--- src/rtl/rll27_decoder.sv ---
// RLL(2,7) line decoder: NRZI line level -> channel bits -> prefix-free codeword
// parser -> small bit FIFO drained one bit per data_valid/data_ready handshake.
module rll27_decoder #(
    parameter int FIFO_DEPTH = 8,
    parameter int ERR_CNT_W  = 8
) (
    input  logic                 clk,
    input  logic                 rst_n,
    input  logic                 code_in,
    input  logic                 code_valid,
    input  logic                 sync,
    output logic                 data_out,
    output logic                 data_valid,
    input  logic                 data_ready,
    output logic                 code_err,
    output logic                 overflow,
    output logic [ERR_CNT_W-1:0] err_cnt,
    output logic [2:0]           word_len,
    output logic                 dbg_state
);

    localparam int AW = $clog2(FIFO_DEPTH);
    localparam int CW = AW + 1;

    typedef enum logic {
        HUNT = 1'b0,
        RUN  = 1'b1
    } state_t;

    state_t state;
    state_t state_nxt;

    // Line tracking and parser state
    logic       prev_lvl;
    logic [6:0] pbuf;
    logic [3:0] pcnt;

    logic       bit_en;
    logic       cb;
    logic [7:0] pbuf_nxt;
    logic [3:0] pcnt_nxt;
    logic       match;
    logic [3:0] dec_word;
    logic [2:0] dec_len;
    logic       word_hit;
    logic       word_err;

    // FIFO state
    logic          mem [FIFO_DEPTH];
    logic [AW-1:0] wr_ptr;
    logic [AW-1:0] rd_ptr;
    logic [CW-1:0] fifo_cnt;
    logic [CW-1:0] free_cnt;
    logic [CW-1:0] push_len;
    logic          push;
    logic          pop;

    assign dbg_state = (state == RUN);

    // FSM: the sync pulse is the only way out of HUNT; RUN is left only by reset.
    always_comb begin
        state_nxt = state;
        bit_en    = 1'b0;
        case (state)
            HUNT: begin
                if (sync) begin
                    state_nxt = RUN;
                end
            end
            RUN: begin
                bit_en = code_valid && !sync;
            end
            default: begin
                state_nxt = HUNT;
            end
        endcase
    end

    always_ff @(posedge clk or negedge rst_n) begin
        if (!rst_n) begin
            state <= HUNT;
        end else begin
            state <= state_nxt;
        end
    end

    // dec_word is left-justified: bit 3 is the first recovered data bit.
    always_comb begin
        cb       = code_in ^ prev_lvl;
        pbuf_nxt = {pbuf, cb};
        pcnt_nxt = pcnt + 4'd1;
        match    = 1'b0;
        dec_word = 4'b0000;
        dec_len  = 3'd0;
        case (pcnt_nxt)
            4'd4: begin
                if (pbuf_nxt[3:0] == 4'b0100) begin
                    match = 1'b1; dec_word = 4'b1000; dec_len = 3'd2;
                end else if (pbuf_nxt[3:0] == 4'b1000) begin
                    match = 1'b1; dec_word = 4'b1100; dec_len = 3'd2;
                end
            end
            4'd6: begin
                if (pbuf_nxt[5:0] == 6'b000100) begin
                    match = 1'b1; dec_word = 4'b0000; dec_len = 3'd3;
                end else if (pbuf_nxt[5:0] == 6'b100100) begin
                    match = 1'b1; dec_word = 4'b0100; dec_len = 3'd3;
                end else if (pbuf_nxt[5:0] == 6'b001000) begin
                    match = 1'b1; dec_word = 4'b0110; dec_len = 3'd3;
                end
            end
            4'd8: begin
                if (pbuf_nxt == 8'b00100100) begin
                    match = 1'b1; dec_word = 4'b0010; dec_len = 3'd4;
                end else if (pbuf_nxt == 8'b00001000) begin
                    match = 1'b1; dec_word = 4'b0011; dec_len = 3'd4;
                end
            end
            default: begin
                match = 1'b0;
            end
        endcase
        word_hit = bit_en && match;
        word_err = bit_en && !match && (pcnt_nxt == 4'd8);
    end

    always_ff @(posedge clk or negedge rst_n) begin
        if (!rst_n) begin
            prev_lvl <= 1'b0;
            pbuf     <= '0;
            pcnt     <= '0;
            word_len <= '0;
            overflow <= 1'b0;
            code_err <= 1'b0;
            err_cnt  <= '0;
        end else begin
            code_err <= word_err;
            if (sync) begin
                prev_lvl <= code_in;
                pcnt     <= '0;
                word_len <= '0;
                overflow <= 1'b0;
            end else if (bit_en) begin
                prev_lvl <= code_in;
                pbuf     <= pbuf_nxt[6:0];
                if (match || (pcnt_nxt == 4'd8)) begin
                    pcnt <= '0;
                end else begin
                    pcnt <= pcnt_nxt;
                end
                if (match) begin
                    word_len <= dec_len;
                end
                if (word_hit && !push) begin
                    overflow <= 1'b1;
                end
            end
            if (word_err && (err_cnt != '1)) begin
                err_cnt <= err_cnt + ERR_CNT_W'(1);
            end
        end
    end

    // Output handshake: data_out is presented whenever data_valid is high and
    // is consumed on every rising edge where data_valid and data_ready are both
    // high; data_out/data_valid only change after such an edge or a push.
    assign data_valid = (fifo_cnt != '0);
    assign data_out   = data_valid ? mem[rd_ptr] : 1'b0;
    assign pop        = data_valid && data_ready;

    // Space is judged before this cycle's pop so a full FIFO never takes a word.
    assign free_cnt = CW'(FIFO_DEPTH) - fifo_cnt;
    assign push     = word_hit && (free_cnt >= CW'(dec_len));
    assign push_len = push ? CW'(dec_len) : '0;

    always_ff @(posedge clk or negedge rst_n) begin
        if (!rst_n) begin
            wr_ptr   <= '0;
            rd_ptr   <= '0;
            fifo_cnt <= '0;
        end else begin
            fifo_cnt <= fifo_cnt + push_len - CW'(pop);
            if (push) begin
                wr_ptr <= wr_ptr + AW'(dec_len);
            end
            if (pop) begin
                rd_ptr <= rd_ptr + AW'(1);
            end
        end
    end

    always_ff @(posedge clk) begin
        if (push) begin
            for (int i = 0; i < 4; i++) begin
                if (3'(i) < dec_len) begin
                    mem[wr_ptr + AW'(i)] <= dec_word[3 - i];
                end
            end
        end
    end

endmodule

--- config.mk ---
export PLATFORM = sky130hd
export DESIGN_NAME = rll27_decoder
export DESIGN_NICKNAME = d
export VERILOG_FILES = /design/src/rtl/rll27_decoder.sv
export SDC_FILE = /design/constraint.sdc
export NUM_CORES = 1
export LEC_CHECK = 0
export ABC_AREA = 0
export BUFFER_PORTS_ARGS = -buffer_cell sky130_fd_sc_hd__buf_2
export CORE_ASPECT_RATIO = 2
export CORE_MARGIN = 2
export CORE_UTILIZATION = 55
export DETAILED_ROUTE_END_ITERATION = 8
export PLACE_DENSITY = 0.77
export SLEW_MARGIN = 20
export SYNTH_ARGS = -nofsm -noshare
export SYNTH_HDL_FRONTEND = slang
export SYNTH_SLANG_ARGS = --single-unit
--- constraint.sdc ---
create_clock -name clk -period 3.7 [get_ports clk]
set_clock_uncertainty 0.05 [all_clocks]
set_input_delay 0.185 -clock clk [delete_from_list [all_inputs] [get_ports clk]]
set_output_delay 0.185 -clock clk [all_outputs]
set_load 0.005 [all_outputs]
[Yosys cells after proc, flatten, opt, wreduce, memory -nomap -nowiden]
Memories as Yosys holds them, arrays and structs flattened.
Cells that the tools add are included.
Storage, ports and cells
  output and inout bits: 16
  memories: 1
  logic and storage cells: 111
  register bits after elaboration: 36
  memory bits (writable): 8
Cells by class
  magnitude comparators: 5
  equality and inequality tests: 11
  reduce and logical (&&, ||, !) cells: 19
  bitwise gates (word level): 2
  multiplexer cells: 52
  add/subtract/negate cells: 10
Memories
  mem: depth 8, bits a word 1, read ports 1, clocked after memory_dff 0, write ports 4, line 49  | logic mem [FIFO_DEPTH];
Operators with widths (number)
  two-way mux 1 bit: 28
  two-way mux 3 bit: 9
  two-way mux 4 bit: 5
  two-way mux 2 bit: 7
  equality test 4 x 3 -> 1 bit, second input constant: 3
  case mux 4 bit (3 select lines): 1
  case mux 3 bit (3 select lines): 1
  adder 8 x 1 -> 8 bit, second input constant: 1
  equality test 4 bit, second input constant: 2
  equality test 8 x 4 -> 1 bit, second input constant: 1
  equality test 8 x 6 -> 1 bit, second input constant: 1
  logical AND 1 bit: 8
  inequality test 8 bit, second input constant: 1
  adder 3 x 1 -> 3 bit, second input constant: 2
  adder 3 x 2 -> 3 bit, second input constant: 2
  equality test 6 x 3 -> 1 bit, second input constant: 1
  equality test 6 x 4 -> 1 bit, second input constant: 1
  equality test 6 bit, second input constant: 1
  < comparator 1 x 3 -> 1 bit, first input constant: 2
  < comparator 2 x 3 -> 1 bit, first input constant: 2
  AND reduction 2 bit: 3
  nonzero test 2 bit: 3
  adder 4 x 1 -> 4 bit, second input constant: 1
  adder 4 x 3 -> 4 bit: 1
  other kinds (10): 12

[Longest topological paths before layout]
  depth in word-level cells: 13
  depth in mapped cells: 19

[Least setup slack after synthesis]
Ideal clock, no wire load.
  path kind: register -> register
  start: register pcnt[0]
  end: register fifo_cnt[2]
  slack: -220 ps
  stages on the path, launching flop included: 17
  clock period less this slack: 3920 ps
  data arrival time: 3748 ps
  path through: dfrtp_1 > ha_1 > nand4bb_1 > nor3_2 > o221ai_1 > ha_1 > o21ai_0 > o21bai_1 > o21a_1 > clkbuf_1 > buf_2 > nand2_1 > ha_1 > inv_1 > ha_1 > fa_1 > xor2_1
Between the ends
  cells in the longest elaborated chain, start to end: 8
  elaborated cells on any way between the ends: 12
  classes of those cells: add/sub: 3; order compare: 1; eq/ne: 3; mux: 3; reduce/logical: 2
RTL lines
  start, declared: line 36  | logic [3:0] pcnt;
  start signal, assigned: line 149  | pcnt <= pcnt_nxt;
  adder 4 x 1 -> 4 bit *: line 91  | pcnt_nxt = pcnt + 4'd1;
  equality test 4 bit or equality test 4 x 3 -> 1 bit (tied branches): line 95  | case (pcnt_nxt)
  case mux 3 bit (3 select lines) or case mux 1 bit (3 select lines) (tied branches): line 95
  greater-or-equal comparator 4 x 3 -> 1 bit or logical AND 1 bit (tied branches): line 173, 123
  logical AND 1 bit: line 173  | assign push = word_hit && (free_cnt >= CW'(dec_len));
  two-way mux 3 bit *: line 174  | assign push_len = push ? CW'(dec_len) : '0;
  adder 4 x 3 -> 4 bit *: line 182  | fifo_cnt <= fifo_cnt + push_len - CW'(pop);
  subtractor 4 x 1 -> 4 bit *: line 182
  end signal, assigned: line 182
  end, declared: line 52  | logic [CW-1:0] fifo_cnt;
Mark *: on every way between the ends. The rest lies on a longest branch, timed or not.
A chain may end at the register's enable or synchronous reset.

[Worst setup path in the final report]
  start: register pcnt[0]
  end: register fifo_cnt[3]
The elaborated chain is that of the path after synthesis.

==> out/metrics.cfg <==
[status]
status = finished, final reports clean

[floorplanning]
die_w_um = 57.4
die_height_um = 111
rows = 39
initial_core_util = 0.560
die-area_um2 = 6370
core_area_um2 = 5610
io_pins = 22

[finish]
layout-drive-gt1-share = 0.216
nets = 395
diodes = 0
area_growth_pct = 16.0
num-fill-cells = 470

[sta]
finalWorstPathRequiredPeriod_ns = 3.53
setup_tns_ns = 0
relSlewSlack = 0.487
fin_ws_ns = 0.169
worstMarginPinSlew_ns = 0.770
finalSetupViolations = 0
hold_viol_final = 0
timing.final.crit_share = 0.954
fmaxAchievable_mhz = 283
finalMaxSlewViolations = 0

[setup_path]
worstPathArrival_ns = 3.68
end_kind = flop
r2r_start = pcnt[0]
critPathLaunch = pcnt[0]
cp_max_fo = 6
crit_required_ns = 3.85
crit_type = flop to flop
worst_setup_path_start_kind = flop
ff2ff_setup_slack_ns = 0.17

[power_and_ir_drop]
power_frac_comb = 0.315
power_frac_clock = 0.310
p_int_mw = 1.16
total_power_mw = 1.69
pwr-share-seq = 0.375
switching_share = 0.316
peakVddDrop_mv = 0.619
switchingPower_mw = 0.535
power_density_nw_per_um2 = 465
power_leakage_nw = 1.58

[synthesis]
syn_nets = 362
syn_area_um2 = 3140
ys_types = 69
yosysSeqAreaShare = 0.363
synth_enable_flop_cells = 8
synth_top_area_share = 0.287
yosysWarnings = 0
ys_ff_latch = 44
synth_ff_type = dfrtp_1
ys_top_cells_by_area = dfrtp_1 29%, edfxtp_1 7.6%, ha_1 6.8%
synthCells = 337
synth_top_area_cell = dfrtp_1
avgSynthCellArea_um2 = 9.32
async_flop_share = 0.818

[routing]
via_count = 2731
drc = 0
ant_nets = 0
dr.first_iter.drc_count = 126
wl_per_cell_um = 18.4
vias_per_cell = 6.34
drtPass1Iterations = 5
routed_wl_um = 7940

[min_path]
min_from = sync
hold_class = primary input to flop

[clock_network]
root_buffer = clkbuf_16
cts_tree = built
htree_levels = 2
clk_latency_ns = 0.28
numCtsBuffers = 5
clock_sinks = 44
clkTransAtPathRegs_ns = 0.06
clk_path_buf_depth = 2

[global_route]
grt_overflow_total = 0
grt_util_all_layers = 0.263
grt_start_max_net_pins = 37
grt_pass1_wl_um = 13000
antenna_found_initial = 0
grt_pass1_vias = 2666

[place]
pre_cts_slack_ns = 0.0349
gp_congestion = 0.973
portBuffers = 21
dp_hpwl_um = 6080

[run]
cap_violations = 0

## area by class of cell
class,instances,area (um^2),share of cell area
timing repair buffer,38,239,0.0655
inverter,17,63.8,0.0175
clock buffer,6,150,0.0412
clock inverter,1,30.0,0.00824
tap,61,76.3,0.0209
sequential,44,1140,0.313
multi-input combinational,264,1950,0.534
## layer usage
metal,global-route usage,up-vias,part of all wire
met5,0,-,0
met4,0.132,0,0.047
met3,0.0350,26,0.040
met2,0.438,99,0.52
met1,0.322,1297,0.40
li1,-,1309,-
## cells in the mapped netlist (6+ instances only)
cell / count
a21oi_1: 16
a221oi_1: 9
clkbuf_1: 6
dfrtp_1: 36
edfxtp_1: 8
ha_1: 17
inv_1: 16
nand2_1: 34
nand3_1: 6
nand4_1: 7
nor2_1: 35
nor3_1: 9
o211ai_1: 14
o21ai_0: 10
o21bai_1: 7
xnor2_1: 12
xor2_1: 8
## state kept, by name, summed over array words and instances (netlist names)
signal	count
wr_ptr	3
fifo_cnt	4
pbuf	7
err_cnt	8
dbg_state	1
rd_ptr	3
overflow	1
code_err	1
pcnt	4
mem	8
prev_lvl	1
word_len	3
## kinds of logic after synthesis
logic type                 synth area share
AOI/OAI and AO/OA                     0.218
buffers and inverters                0.0406
muxes                                0.0331
adders and majority gates            0.0804
and+or+nand+nor                       0.204
xor gates and xnor gates             0.0609
DFF                                   0.363
## repair_timing
| action | CTS | global route |
|---|---|---|
| endpoints found under the hold margin | 36 | 0 |
| endpoints found under the setup margin | 1 | 4 |
| gates cloned | 0 | 0 |
| gates resized for setup | 1 | 6 |
| pin swaps | 1 | 5 |
| buffers inserted | 1 | 1 |
| hold buffers | 1 | 0 |
## through the flow
step	std cells	area, um^2	hold slack, ns	utilization
after global placement	421	3390	0.250	0.604
after detailed placement	421	3390	0.257	0.604
final	431	3650	0.0612	0.650
after global routing	431	3650	0.0754	0.650
after CTS	430	3590	0.0593	0.640
after floorplan	337	3180	-0.161	-
## path summary, 6_finish.rpt
check	depth (start not counted)	end
max	15	fifo_cnt[3]
min	2	overflow
max reg2reg	15	fifo_cnt[3]
min reg2reg	2	pbuf[6]
max in group asynchronous	2	rd_ptr[1]
min in group asynchronous	2	err_cnt[6]
## power by group through the flow
| stage | registers [mW] | clock network [mW] | logic [mW] |
|---|---|---|---|
| global placement | 0.636 | 0 | 0.471 |
| finish | 0.636 | 0.525 | 0.534 |
| detailed placement | 0.643 | 0 | 0.490 |
| CTS | 0.634 | 0.530 | 0.527 |
| floorplan | 0.618 | 0 | 0.375 |
| global route | 0.646 | 0.543 | 0.597 |
## critical path: stages, from the launching register on
cell	delay, ns
dfrtp_1	0.40
ha_4	0.18
or3b_4	0.41
a21oi_2	0.18
o221ai_2	0.12
ha_1	0.29
o21ai_0	0.08
o21bai_1	0.19
nor2_1	0.07
or3_1	0.33
ha_1	0.28
inv_1	0.07
ha_1	0.31
a21o_1	0.18
a21oi_2	0.16
xnor2_1	0.14
## layout by cell type, fill, tap and decap left out, types with 4 or more instances in the layout
| cell type | count |
|---|---|
| ha_1 | 15 |
| and3_1 | 5 |
| buf_2 | 21 |
| o21ai_0 | 10 |
| nor2_1 | 35 |
| xor2_1 | 8 |
| dfrtp_1 | 36 |
| a31oi_1 | 4 |
| clkbuf_16 | 6 |
| nand2_1 | 34 |
| a221oi_1 | 9 |
| nor3_1 | 9 |
| o31ai_1 | 4 |
| inv_1 | 16 |
| nand4_1 | 7 |
| nand3_1 | 6 |
| xnor2_1 | 12 |
| o21bai_1 | 7 |
| o211ai_1 | 14 |
| nand2b_1 | 4 |
| edfxtp_1 | 8 |
| a21oi_1 | 14 |
| buf_4 | 15 |
Note: power is estimated with default switching activity, not from simulation.
